===== config.mk =====
export PLATFORM = sky130hd
export DESIGN_NAME = bridge_1xn_flat
export DESIGN_NICKNAME = d
export VERILOG_FILES = /design/src/rtl/bridge_1xn_if.sv /design/src/rtl/bridge_1xn.sv /design/src/flat_wrapper.sv
export SDC_FILE = /design/constraint.sdc
export NUM_CORES = 1
export LEC_CHECK = 0
export ABC_CLOCK_PERIOD_IN_PS = 3650
export CAP_MARGIN = 25
export CELL_PAD_IN_SITES_DETAIL_PLACEMENT = 0
export CELL_PAD_IN_SITES_GLOBAL_PLACEMENT = 2
export CORE_AREA = 5 5 213 215
export DETAILED_ROUTE_END_ITERATION = 8
export DIE_AREA = 0 0 218 220
export PLACE_DENSITY_LB_ADDON = 0.1
export REMOVE_ABC_BUFFERS = 1
export SLEW_MARGIN = 20
export SYNTH_ARGS = -nofsm -noshare
export SYNTH_HDL_FRONTEND = slang
export SYNTH_SLANG_ARGS = --single-unit

===== constraint.sdc =====
create_clock -name clk -period 3.65 [get_ports clk]
set_input_delay 1.095 -clock clk [delete_from_list [all_inputs] [get_ports clk]]
set_output_delay 1.095 -clock clk [all_outputs]
set_load 0.1 [all_outputs]

===== src/rtl/bridge_1xn_if.sv =====
// ---------------------------------------------------------------------------
// bridge_1xn_if
// Bus bundle for the 1-master / N-slave data bridge. It carries both sides
// of the bridge: the CPU data port (request in, read data out) and the
// per-slave request/response slices. It also carries the decode-error
// status and clear.
//
// Parameters
//   XLEN      data and address width
//   NSLV      number of slave ports
//   ERRCNT_W  width of the decode-error counter
//
// Modports
//   master : the system around the bridge (CPU plus slave memories). It
//            drives the CPU request, err_clr and the slave read data.
//   slave  : the bridge itself. It answers the CPU port, drives the slave
//            requests and reports decode errors.
// ---------------------------------------------------------------------------
interface bridge_1xn_if #(
    parameter int XLEN     = 32,
    parameter int NSLV     = 4,
    parameter int ERRCNT_W = 8
);
    // CPU data port
    logic                     cpu_data_en;
    logic [3:0]               cpu_data_wen;
    logic [XLEN-1:0]          cpu_data_addr;
    logic [XLEN-1:0]          cpu_data_wdata;
    logic [XLEN-1:0]          cpu_data_rdata;

    // Slave ports, slice i belongs to slave i
    logic [NSLV-1:0]          s_en;
    logic [4*NSLV-1:0]        s_wen;
    logic [XLEN*NSLV-1:0]     s_addr;
    logic [XLEN*NSLV-1:0]     s_wdata;
    logic [XLEN*NSLV-1:0]     s_rdata;

    // Decode-error status
    logic                     decerr;
    logic [ERRCNT_W-1:0]      err_cnt;
    logic [XLEN-1:0]          err_addr;
    logic                     err_clr;

    modport master (
        output cpu_data_en, cpu_data_wen, cpu_data_addr, cpu_data_wdata,
        output err_clr, s_rdata,
        input  cpu_data_rdata, s_en, s_wen, s_addr, s_wdata,
        input  decerr, err_cnt, err_addr
    );

    modport slave (
        input  cpu_data_en, cpu_data_wen, cpu_data_addr, cpu_data_wdata,
        input  err_clr, s_rdata,
        output cpu_data_rdata, s_en, s_wen, s_addr, s_wdata,
        output decerr, err_cnt, err_addr
    );
endinterface


===== src/rtl/bridge_1xn.sv =====
// ---------------------------------------------------------------------------
// bridge_1xn
// Parametrised 1-master / N-slave data-bus bridge. The CPU data-port address
// is decoded against per-slave base/mask pairs. The request is forwarded
// combinationally to exactly one slave, and the lowest index wins on overlap.
// The selected slave's synchronous read data is returned one cycle later.
// Accesses that hit no region are unmapped. For those, writes are dropped,
// reads return DEF_RDATA, a one-cycle decerr pulse is raised, a saturating
// counter counts them, and the first such address is captured.
//
// Ports
//   clk    in  clock
//   reset  in  asynchronous, active-high reset
//   bus    bridge_1xn_if.slave:
//            cpu_data_en/wen/addr/wdata  in   CPU request (wen == 0 is a read)
//            cpu_data_rdata              out  read data, cycle after request
//            s_en/s_wen/s_addr/s_wdata   out  per-slave request slices
//            s_rdata                     in   per-slave one-cycle read data
//            decerr                      out  pulse the cycle after a miss
//            err_cnt                     out  saturating miss count
//            err_addr                    out  first miss address since clear
//            err_clr                     in   synchronous clear of error state
// ---------------------------------------------------------------------------
module bridge_1xn #(
    parameter int                     XLEN      = 32,
    parameter int                     NSLV      = 4,
    parameter logic [NSLV*XLEN-1:0]   SLV_BASE  = {NSLV{32'h0000_0000}},
    parameter logic [NSLV*XLEN-1:0]   SLV_MASK  = {NSLV{32'hFFFF_0000}},
    parameter logic [XLEN-1:0]        DEF_RDATA = 32'h0000_0000,
    parameter int                     ERRCNT_W  = 8
) (
    input  logic        clk,
    input  logic        reset,
    bridge_1xn_if.slave bus
);

    // ------------------------------------------------------------------
    // Internal signals
    // ------------------------------------------------------------------
    logic [NSLV-1:0]     w_hit;        // raw region matches
    logic [NSLV-1:0]     w_win;        // one-hot winner (lowest hit)
    logic                w_miss;       // valid request that matched nothing
    logic [XLEN-1:0]     w_rd_or;      // OR of selected slave read data

    logic [NSLV-1:0]     r_sel;        // select of the last request
    logic                r_miss;       // last request was unmapped
    logic                r_decerr;     // decode-error pulse
    logic [ERRCNT_W-1:0] r_err_cnt;    // saturating miss counter
    logic [XLEN-1:0]     r_err_addr;   // first miss address
    logic                r_err_flag;   // first miss already captured

    // ------------------------------------------------------------------
    // Per-slave address match and request slices
    // ------------------------------------------------------------------
    for (genvar g = 0; g < NSLV; g++) begin : g_slv
        // A region matches when the masked address equals the masked base.
        assign w_hit[g] = ((bus.cpu_data_addr & SLV_MASK[g*XLEN +: XLEN]) ==
                           (SLV_BASE[g*XLEN +: XLEN] & SLV_MASK[g*XLEN +: XLEN]));

        // Only the winning slice sees the byte enables. Address and data
        // are broadcast unmodified, so a slave whose s_en is low ignores them.
        assign bus.s_wen[g*4 +: 4]      = w_win[g] ? bus.cpu_data_wen : 4'b0000;
        assign bus.s_addr[g*XLEN +: XLEN]  = bus.cpu_data_addr;
        assign bus.s_wdata[g*XLEN +: XLEN] = bus.cpu_data_wdata;
    end

    // Priority pick: keep only the lowest-index hit so overlaps resolve deterministically
    always_comb begin
        logic v_found;
        w_win   = {NSLV{1'b0}};
        v_found = 1'b0;
        for (int i = 0; i < NSLV; i++) begin
            if (w_hit[i] && !v_found) begin
                w_win[i] = 1'b1;
                v_found  = 1'b1;
            end else begin
                w_win[i] = 1'b0;
            end
        end
    end

    // The request goes to no slave, so a write is dropped.
    assign w_miss  = bus.cpu_data_en & ~(|w_hit);

    // Enable is gated by request valid. The address may decode while the bus is idle.
    assign bus.s_en = {NSLV{bus.cpu_data_en}} & w_win;

    // ------------------------------------------------------------------
    // Response select
    // ------------------------------------------------------------------
    // Capture which slave (or the miss path) answers the next cycle; hold while idle
    always_ff @(posedge clk or posedge reset) begin
        if (reset) begin
            r_sel  <= {NSLV{1'b0}};
            r_miss <= 1'b0;
        end else if (bus.cpu_data_en) begin
            r_sel  <= w_win;
            r_miss <= w_miss;
        end
    end

    // AND-OR read mux over the registered one-hot select
    always_comb begin
        w_rd_or = {XLEN{1'b0}};
        for (int i = 0; i < NSLV; i++) begin
            if (r_sel[i]) begin
                w_rd_or = w_rd_or | bus.s_rdata[i*XLEN +: XLEN];
            end else begin
                w_rd_or = w_rd_or;
            end
        end
    end

    // Slaves hold douta while not enabled. After reset r_sel is zero, so the
    // master sees 0 until its first request.
    assign bus.cpu_data_rdata = r_miss ? DEF_RDATA : w_rd_or;

    // ------------------------------------------------------------------
    // Decode-error bookkeeping
    // ------------------------------------------------------------------
    // One-cycle error pulse, registered every cycle regardless of err_clr
    always_ff @(posedge clk or posedge reset) begin
        if (reset) begin
            r_decerr <= 1'b0;
        end else begin
            r_decerr <= w_miss;
        end
    end

    // Saturating miss counter and first-address capture. A clear wins over a
    // simultaneous miss, and that miss is not counted.
    always_ff @(posedge clk or posedge reset) begin
        if (reset) begin
            r_err_cnt  <= {ERRCNT_W{1'b0}};
            r_err_addr <= {XLEN{1'b0}};
            r_err_flag <= 1'b0;
        end else if (bus.err_clr) begin
            r_err_cnt  <= {ERRCNT_W{1'b0}};
            r_err_addr <= {XLEN{1'b0}};
            r_err_flag <= 1'b0;
        end else if (w_miss) begin
            if (r_err_cnt != {ERRCNT_W{1'b1}}) begin
                r_err_cnt <= r_err_cnt + ERRCNT_W'(1'b1);
            end
            if (!r_err_flag) begin
                r_err_addr <= bus.cpu_data_addr;
                r_err_flag <= 1'b1;
            end
        end
    end

    assign bus.decerr   = r_decerr;
    assign bus.err_cnt  = r_err_cnt;
    assign bus.err_addr = r_err_addr;

endmodule


===== src/flat_wrapper.sv =====
// flat-port wrapper written by rule: the top's interface ports become plain ports
module bridge_1xn_flat 
#(
    parameter int                     XLEN      = 32,
    parameter int                     NSLV      = 4,
    parameter logic [NSLV*XLEN-1:0]   SLV_BASE  = {NSLV{32'h0000_0000}},
    parameter logic [NSLV*XLEN-1:0]   SLV_MASK  = {NSLV{32'hFFFF_0000}},
    parameter logic [XLEN-1:0]        DEF_RDATA = 32'h0000_0000,
    parameter int                     ERRCNT_W  = 8
)
  (clk, reset, bus_cpu_data_en, bus_cpu_data_wen, bus_cpu_data_addr, bus_cpu_data_wdata, bus_err_clr, bus_s_rdata, bus_cpu_data_rdata, bus_s_en, bus_s_wen, bus_s_addr, bus_s_wdata, bus_decerr, bus_err_cnt, bus_err_addr);
  bridge_1xn_if #(.XLEN(XLEN), .NSLV(NSLV), .ERRCNT_W(ERRCNT_W)) bus_i ();
  input  logic clk;
  input  logic reset;
  input wire logic [$bits(bus_i.cpu_data_en)-1:0] bus_cpu_data_en;
  input wire logic [$bits(bus_i.cpu_data_wen)-1:0] bus_cpu_data_wen;
  input wire logic [$bits(bus_i.cpu_data_addr)-1:0] bus_cpu_data_addr;
  input wire logic [$bits(bus_i.cpu_data_wdata)-1:0] bus_cpu_data_wdata;
  input wire logic [$bits(bus_i.err_clr)-1:0] bus_err_clr;
  input wire logic [$bits(bus_i.s_rdata)-1:0] bus_s_rdata;
  output wire logic [$bits(bus_i.cpu_data_rdata)-1:0] bus_cpu_data_rdata;
  output wire logic [$bits(bus_i.s_en)-1:0] bus_s_en;
  output wire logic [$bits(bus_i.s_wen)-1:0] bus_s_wen;
  output wire logic [$bits(bus_i.s_addr)-1:0] bus_s_addr;
  output wire logic [$bits(bus_i.s_wdata)-1:0] bus_s_wdata;
  output wire logic [$bits(bus_i.decerr)-1:0] bus_decerr;
  output wire logic [$bits(bus_i.err_cnt)-1:0] bus_err_cnt;
  output wire logic [$bits(bus_i.err_addr)-1:0] bus_err_addr;
  assign bus_i.cpu_data_en = bus_cpu_data_en;
  assign bus_i.cpu_data_wen = bus_cpu_data_wen;
  assign bus_i.cpu_data_addr = bus_cpu_data_addr;
  assign bus_i.cpu_data_wdata = bus_cpu_data_wdata;
  assign bus_i.err_clr = bus_err_clr;
  assign bus_i.s_rdata = bus_s_rdata;
  assign bus_cpu_data_rdata = bus_i.cpu_data_rdata;
  assign bus_s_en = bus_i.s_en;
  assign bus_s_wen = bus_i.s_wen;
  assign bus_s_addr = bus_i.s_addr;
  assign bus_s_wdata = bus_i.s_wdata;
  assign bus_decerr = bus_i.decerr;
  assign bus_err_cnt = bus_i.err_cnt;
  assign bus_err_addr = bus_i.err_addr;
  bridge_1xn #(.XLEN(XLEN), .NSLV(NSLV), .SLV_BASE(SLV_BASE), .SLV_MASK(SLV_MASK), .DEF_RDATA(DEF_RDATA), .ERRCNT_W(ERRCNT_W)) u_core (.clk(clk), .reset(reset), .bus(bus_i));
endmodule

==> impl_metrics.json, run 1 <==
{
  "status": "complete, but fails checks",
  "violations": "negative setup slack",
  "yosysWarnings": 0,
  "hold_buffers": 0,
  "syn2layout_area_growth_pct": 78.5,
  "grt_pass1_wl_mm": 34.9,
  "hpwl_mm": 24.7,
  "synth_seq_cells": 44,
  "rsz0062_at_grt": "true",
  "place_area_mm2": 0.00748,
  "grt.overflow.total": 0,
  "dominantRegCellSynth": "dfrtp_1",
  "num_antenna_cells": 0,
  "fin_crit_ps": 3650,
  "yosysMostFrequentCell": "buf_4",
  "multi_input_area_mm2": 0.00110,
  "die_y_um": 220,
  "syn_area_mm2": 0.00428,
  "clock-sinks": 44,
  "start_kind": "input pin",
  "synth_common_cells": "buf_4, dfrtp_1, and2_1, nor2_1, mux2i_1",
  "setup_tns_ps": -2.63,
  "cts_buffer_depth": 2,
  "initial_core_util_pct": 9.83,
  "worstSetupEndpointType": "primary output",
  "via_per_inst": 2.73,
  "fmax_mhz": 274,
  "synth_cells": 483,
  "fin_crit_sh_pct": 100,
  "synth.avg_cell_area_um2": 8.86,
  "p_per_area_mw_per_mm2": 314,
  "final_cell_area_mm2": 0.00764,
  "fin_nets": 730,
  "rr_worst_depth": 5,
  "worstPathArrival_ps": 2560,
  "globalplace.congestion": 0.673,
  "drc": 0,
  "synth_cell_type_count": 33,
  "timing.final.ws_setup_ps": -1.74,
  "ys_seq_area_share_pct": 25.7,
  "holdPathStages": 1,
  "worstPathMaxFanout": 5,
  "avgRoutedWirePerCell_um": 25.0,
  "cts_tree": "yes",
  "fill_cells": 4864,
  "rows": 77,
  "die_area_mm2": 0.0480,
  "synth_area_leaders": "buf_4, dfrtp_1, mux2i_1",
  "firstDrtPassIters": 4,
  "post-route-util_pct": 17.5,
  "worstHoldStart": "u_core.r_miss",
  "power_leakage_nw": 3.31,
  "clockRootBuffer": "clkbuf_16",
  "vdd_ir_drop_max_v": 0.000145,
  "regArea_mm2": 0.00110,
  "grt_max_degree": 33,
  "setup_violations": 2,
  "drv_slew": 0,
  "drive_above_1_share_pct": 52.6,
  "io_buffers": 277,
  "final_hold_viol_count": 0,
  "synth_edf_count": 0,
  "insertion_delay_ps": 290,
  "whs_endpoint": "u_core.r_miss",
  "synth_top_area_share_pct": 47.5,
  "routed_wl_mm": 28.1,
  "worst-setup-path-type": "in2out",
  "cts.htree.levels": 2,
  "ios": 549,
  "grt_pass1_vias": 3256,
  "min-delay-path-class": "reg2reg",
  "finalClockSkew_ps": 5.87,
  "drtAntennaViolNets": 0,
  "core-area_mm2": 0.0435,
  "cp.required_ps": 2550,
  "vias": 3062,
  "die_w_um": 218,
  "r2r-start": "u_core.bus.err_cnt[0]",
  "synthArstFlopShare_pct": 100,
  "synth_top_cell_by_area": "buf_4",
  "maxCapViolations": 0,
  "antenna_found_initial": 0,
  "cts_buffers": 5,
  "regToRegEndpoint": "u_core.bus.err_cnt[6]",
  "initialDrtViolationCount": 40,
  "track_usage_pct": 10.9,
  "path_clk_slew_ps": 60,
  "rrSetupSlack_ps": 1570
}
==> cell families after synthesis <==
logic type,Yosys count,share of synthesized area [%]
compound gates,18,3.16
simple gates,97,12.4
other cells,1,0.0876
buf+inv,289,50.6
flops,44,25.7
fa+ha+maj,1,0.292
mux,33,7.75
==> area by class of cell <==
type	instances	share of cell area, %
clock buffers	7	1.87
clock inverters	1	0.0983
inverters	4	0.197
multi-input cells	164	14.4
flip-flops and latches	44	14.4
well taps	592	9.70
repair buffers	310	59.3
==> metal layers <==
layer	wire length (µm)	vias up	share of wire, %	GRT usage, %
met2	15600	347	56	21.7
met3	6390	17	23	11.5
li1	-	1338	-	-
met1	5320	1360	19	6.21
met5	0	-	0	0
met4	745	0	2.7	2.45
==> per-stage QoR <==
| step | hold slack, ps | cells | worst slack [ps] | total power [mW] |
|---|---|---|---|---|
| 3_5_place_dp | 506 | 1112 | -516 | 1.94 |
| 3_3_place_gp | 482 | 1112 | -506 | 1.94 |
| 6_report | 512 | 1122 | -1.74 | 2.40 |
| 4_1_cts | 522 | 1121 | -41.5 | 2.46 |
| 5_1_grt | 551 | 1122 | -79.1 | 2.49 |
| 2_1_floorplan | 464 | 212 | -372 | 0.826 |
==> cells in the final DEF, fill, tap and decap left out, types with 2 or more instances in the layout <==
cell type	count
nand3_1	3
nor2_1	36
o21ai_1	2
or3_1	2
inv_2	3
or4_4	4
clkdlybuf4s50_1	54
dfrtp_1	44
buf_6	2
and2_4	4
buf_4	73
buf_12	166
nand2_1	3
and2_1	32
or4_1	4
a21oi_1	7
clkbuf_2	4
o31ai_1	4
conb_1	15
and4_1	2
nor2b_1	2
buf_2	8
clkbuf_16	5
mux2i_1	32
==> critical path, cell delays in order <==
cell and delay, ps:
buf_6 90, or4_4 560, nor4_4 290, buf_4 190
and2_4 160, buf_12 160
==> repair_timing <==
action	in CTS	in global routing
resized for setup	61	10
setup endpoints to repair	5	5
pin swaps	9	3
setup buffers	1	1
==> power by group <==
part	leakage [nW]	internal, mW	switching (mW)	total (mW)
clock	0.0701	0.274	0.220	0.494
combinational	2.65	0.413	0.970	1.38
sequential	0.587	0.510	0.0139	0.524
==> worst max path at each step <==
stage | end | startpoint | slack, ps | depth (start not counted)
floorplan | bus_s_wen[0] | bus_cpu_data_addr[22] | -370 | 3
global placement | bus_s_en[0] | bus_cpu_data_addr[21] | -510 | 7
detailed placement | bus_s_en[0] | bus_cpu_data_addr[25] | -520 | 7
CTS | bus_s_wen[1] | bus_cpu_data_addr[25] | -40 | 6
global route | bus_s_en[0] | bus_cpu_data_addr[16] | -80 | 7
finish | bus_s_wen[2] | bus_cpu_data_addr[16] | -2 | 6
==> state kept, by name, indices dropped and copies added (netlist names) <==
name and cells:
u_core.bus.decerr 1, u_core.bus.err_addr 32, u_core.bus.err_cnt 8, u_core.r_err_flag 1
u_core.r_miss 1, u_core.r_sel 1
Note: power is estimated with default switching activity, not from simulation.
==> run 2, diff against run 1 <==
--- a/config.mk
+++ b/config.mk
@@ -10,6 +10,7 @@
 export CELL_PAD_IN_SITES_DETAIL_PLACEMENT = 0
 export CELL_PAD_IN_SITES_GLOBAL_PLACEMENT = 2
 export CORE_AREA = 5 5 213 215
+export CTS_BUF_LIST = sky130_fd_sc_hd__clkbuf_8
 export DETAILED_ROUTE_END_ITERATION = 8
 export DIE_AREA = 0 0 218 220
 export PLACE_DENSITY_LB_ADDON = 0.1
==> run 2 against run 1 <==
- routed wire length hardly changed
- worst hold slack better by 5.3 ps
- register-to-register slack hardly changed
- largest cell class unchanged
- combinational power hardly changed
- clock skew is 8.0 ps higher
- clock power is 28% lower
- final cell count stayed put
- the run still ends with negative setup slack left
==> impl_metrics.json, run 2 (same netlist as run 1, synthesis figures left out) <==
{
  "via_per_inst": 2.74,
  "hold_buffers": 0,
  "initial_core_util_pct": 9.83,
  "power_leakage_nw": 3.29,
  "drv_slew": 0,
  "die_y_um": 220,
  "num_antenna_cells": 0,
  "cts_buffers": 5,
  "ios": 549,
  "pwr-share-seq_pct": 23.1,
  "regToRegEndpoint": "u_core.bus.err_cnt[6]",
  "grt.overflow.total": 0,
  "clockRootBuffer": "clkbuf_8",
  "met2_length_mm": 15.6,
  "io_buffers": 277,
  "met1_length_mm": 5.31,
  "cp.required_ps": 2550,
  "largest_reg_flops": 32,
  "met3_length_mm": 6.38,
  "worstPathMaxFanout": 5,
  "violations": "negative setup slack",
  "vias": 3071,
  "setup_violations": 2,
  "clock-sinks": 44,
  "worst-setup-path-type": "in2out",
  "track_usage_pct": 10.9,
  "syn2layout_area_growth_pct": 77.2,
  "insertion_delay_ps": 320,
  "power.share.combinational_pct": 61.1,
  "dpl_worst_slack_ps": -516,
  "worstSetupEndpointType": "primary output",
  "antenna_found_initial": 0,
  "die_w_um": 218,
  "routed.top_layer": "met4",
  "post-route-util_pct": 17.4,
  "rrSetupSlack_ps": 1570,
  "power.total_mw": 2.26,
  "fmax_mhz": 274,
  "r2r-start": "u_core.bus.err_cnt[0]",
  "p_per_area_mw_per_mm2": 299,
  "mostFrequentLayoutCells": "buf_12, buf_4, clkdlybuf4s50_1",
  "drtAntennaViolNets": 0,
  "rr_worst_depth": 5,
  "grt_max_degree": 33,
  "power.switching_mw": 1.19,
  "rsz0062_at_grt": "true",
  "hpwl_mm": 24.7,
  "initialDrtViolationCount": 42,
  "fill_cells": 4872,
  "fin_crit_ps": 3650,
  "pwr-share-clk_pct": 15.8,
  "worstHoldStart": "u_core.r_miss",
  "grt_pass1_vias": 3256,
  "fin_crit_sh_pct": 100,
  "cts.htree.levels": 2,
  "holdPathStages": 1,
  "avgRoutedWirePerCell_um": 25.0,
  "cts_tree": "yes",
  "start_kind": "input pin",
  "die_area_mm2": 0.0480,
  "routed_wl_mm": 28.1,
  "setup_tns_ps": -2.63,
  "timing.final.ws_setup_ps": -1.74,
  "fin_nets": 730,
  "whs_endpoint": "u_core.r_miss",
  "worstPathArrival_ps": 2560,
  "globalplace.congestion": 0.673,
  "path_clk_slew_ps": 90,
  "finalClockSkew_ps": 13.8,
  "vdd_ir_drop_max_v": 0.000107,
  "cts_buffer_depth": 2,
  "drc": 0,
  "rows": 77,
  "status": "complete, but fails checks",
  "firstDrtPassIters": 4,
  "sw_frac_of_total_pct": 52.5,
  "final_hold_viol_count": 0,
  "p_int_mw": 1.08,
  "core-area_mm2": 0.0435,
  "drive_above_1_share_pct": 52.6,
  "min-delay-path-class": "reg2reg",
  "maxCapViolations": 0,
  "layout_commonest_cell": "buf_12",
  "grt_pass1_wl_mm": 34.9
}
run 2: changes by cell type in the layout (fill, tap and decap cells not counted), sizes merged:
cell,previous run,this run
inv,4,5
clkbuf,11,10
run 2: power by group through the flow:
stage	logic [mW]	registers [mW]	clock network [mW]
floorplan	0.129	0.697	0
global placement	1.40	0.534	0
detailed placement	1.40	0.534	0
CTS	1.40	0.525	0.403
global route	1.42	0.527	0.405
finish	1.38	0.524	0.357
run 2: cell type report:
type	count	area, µm²	share of cell area (%)
clock buffer	6	82.6	1.09
tap	592	741	9.77
multi-input combinational	164	1100	14.5
sequential	44	1100	14.5
timing repair buffer	310	4530	59.8
clock inverter	2	11.3	0.149
inverter	4	15.0	0.198
run 2: critical path, cell delays in order:
cell and delay, ps:
buf_6 90, or4_4 560, nor4_4 290, buf_4 190, and2_4 160, buf_12 160
run 2: through the flow:
stage | area [µm²] | hold slack [ps] | instances
detailed placement | 7480 | 506 | 1112
global placement | 7480 | 482 | 1112
CTS | 7580 | 530 | 1121
global route | 7580 | 560 | 1122
floorplan | 2180 | 464 | 212
finish | 7580 | 518 | 1122
run 2: worst max path at each step:
stage                                      from      endpoint  slack, ps
final                     bus_cpu_data_addr[16]  bus_s_wen[2]         -2
after floorplan           bus_cpu_data_addr[22]  bus_s_wen[0]       -370
after detailed placement  bus_cpu_data_addr[25]   bus_s_en[0]       -520
after CTS                 bus_cpu_data_addr[25]  bus_s_wen[1]        -40
after global placement    bus_cpu_data_addr[21]   bus_s_en[0]       -510
after global routing      bus_cpu_data_addr[16]   bus_s_en[0]        -80
run 2: what timing repair did:
action                                  4_1_cts  5_1_grt
resized for setup                            61       10
pin swaps                                     9        3
setup buffers                                 1        1
endpoints found under the setup margin        5        5
run 2: per-layer routing:
metal	global-route usage, %	vias up
li1	-	1338
met1	6.21	1365
met2	21.7	351
met3	11.5	17
met4	2.45	0
met5	0	-
==> variant: new RTL, settings of run 1 <==
`NSLV` is set to 4 in 3 places; all go to 5.
--- a/src/rtl/bridge_1xn_if.sv
+++ b/src/rtl/bridge_1xn_if.sv
@@ -20,3 +20,3 @@
     parameter int XLEN     = 32,
-    parameter int NSLV     = 4,
+    parameter int NSLV     = 5,
     parameter int ERRCNT_W = 8
--- a/src/rtl/bridge_1xn.sv
+++ b/src/rtl/bridge_1xn.sv
@@ -25,3 +25,3 @@
     parameter int                     XLEN      = 32,
-    parameter int                     NSLV      = 4,
+    parameter int                     NSLV      = 5,
     parameter logic [NSLV*XLEN-1:0]   SLV_BASE  = {NSLV{32'h0000_0000}},
--- a/src/flat_wrapper.sv
+++ b/src/flat_wrapper.sv
@@ -4,3 +4,3 @@
     parameter int                     XLEN      = 32,
-    parameter int                     NSLV      = 4,
+    parameter int                     NSLV      = 5,
     parameter logic [NSLV*XLEN-1:0]   SLV_BASE  = {NSLV{32'h0000_0000}},
Interface: changed (5 resized); port bits go from 549 to 650. No check against the original RTL was run, so the function may have changed too.
==> variant against run 1 <==
- the flow still finishes with violations (negative setup slack)
- non-clock buffer count increased by 45
- sequential share of layout area decreased by 1.3 points
- area after synthesis increased by 12%
- total power increased by 10%
- clock power decreased by 3%
- count of clock-buffer cells in the layout unchanged
- worst setup slack got worse by 0.082 ns
- wire length increased by 16%
- final area increased by 10%
- sequential cell count unchanged
- via count increased by 10%
==> variant: results (changes against run 1) <==
metric,value,unit,change
status,"finished, violations left",,
violated checks,negative setup slack,,
Critical Path Max Stage Delay,0.56,ns,about the same
pre-CTS setup slack,-0.744,ns,-0.229 ns
leakage,0.00370,uW,+12%
Worst setup startpoint,bus_cpu_data_addr[19],,
setup bufs post-CTS,2,,+1
DRT iter0 DRCs,111,,+180%
GP Congestion,0.690,,+2.4%
PortBufs,309,,+12%
post-DP HPWL,27700,um,+12%
met3 usage,0.121,,+0.00591
critical path's top delay family,simple AND/OR/NAND/NOR gates,,
vias,3377,,+10%
GRT Total Usage,0.126,,+0.0169
skew final,0.00701,ns,+0.00114 ns
Synth Warn #,0,,unchanged
root buf cell,clkbuf_16,,
max reg flops,32,,unchanged
Cell variety after synth,33,,unchanged
hold_sp,u_core.r_miss,,
Worst R2R Start,u_core.bus.err_cnt[0],,
pin count of the biggest net entering global routing,45,,+36%
Setup TNS Final,-0.269,ns,-0.267 ns
"Data arrival, critical path",2.64,ns,+0.08 ns
met2 global-route usage,0.230,,+0.0138
slowest cell on the critical path,or4_4,,
initial antenna violation count,0,,unchanged
nets@finish,812,,+11%
first-pass GRT wire length,39100,um,+12%
sequential share of the synthesized area,0.230,,-0.0278
VDD IR max,0.146,mV,+0.61%
Placed Area,0.00825,sq mm,+10%
Post-synth top cells,"340 x buf_4, 44 x dfrtp_1, 36 x and2_1, 36 x nor2_1, 32 x mux2i_1",,
"Worst Setup Slack, final",-0.0835,ns,-0.0818 ns
top post-synthesis cells by area,"buf_4 53%, dfrtp_1 23%, mux2i_1 6.7%, and2_1 4.7%, nor2_1 2.8%",,
share of layout cells above drive strength 1,0.555,,+0.0288
maximum fanout along the worst path,3,,-2
DRT Pass-1 Iters,4,,unchanged
number of global-route vias before repair,3509,,+7.8%
CTS resizes,65,,+6.6%
final setup violation count,5,,+3
met1 usage,0.0897,,+0.0275
final WL,32600,um,+16%
## variant: cell types whose count changed in the layout (fill, tap and decap cells not counted), moves of 3 or more
cell,run 1,this run
buf_4,73,84
conb_1,15,20
buf_12,166,199
buf_6,2,5
## variant: stage by stage
| stage | cells | utilization |
|---|---|---|
| finish | 1172 | 0.193 |
| detailed placement | 1162 | 0.190 |
| global placement | 1162 | 0.190 |
| global route | 1172 | 0.193 |
| CTS | 1172 | 0.193 |
| floorplan | 217 | - |
## variant: cell families after synthesis
logic type               count (synthesis)  synth area share
adder cells (fa/ha/maj)                  1           0.00261
multiplexers                            33            0.0691
other                                    1          0.000782
AO/OA/AOI/OAI                           18            0.0282
buffers and inverters                  358             0.559
AND/OR/NAND/NOR                         97             0.110
flip-flops                              44             0.230
## variant: area by class of cell
type	instances	area [sq um]
clock inverter	1	8.76
fill	4775	35100
sequential	44	1100
multi-input combinational	169	1120
clock buffer	7	133
inverter	4	15.0
tap	592	741
timing repair buffer	355	5290
## variant: worst paths after layout
kind | endpoint | slack (ns) | cells after the start
min in group asynchronous | u_core.bus.err_addr[10] | 1.30 | 3
max | bus_s_wen[1] | -0.08 | 7
max reg2reg | u_core.bus.err_cnt[5] | 1.61 | 5
min reg2reg | u_core.r_miss | 0.50 | 1
max in group asynchronous | u_core.bus.err_addr[19] | 1.87 | 3
min | u_core.r_miss | 0.50 | 1
## variant: layer usage
layer	wire length, um	vias up
met1	7840	1549
li1	-	1443
met3	6430	18
met4	1020	0
met2	17300	367
met5	0	-
## variant: power by group
group / switching [uW] / internal (uW) / total [uW]
Combinational: 1160 / 491 / 1650
Sequential: 13.8 / 510 / 524
Clock: 220 / 257 / 477
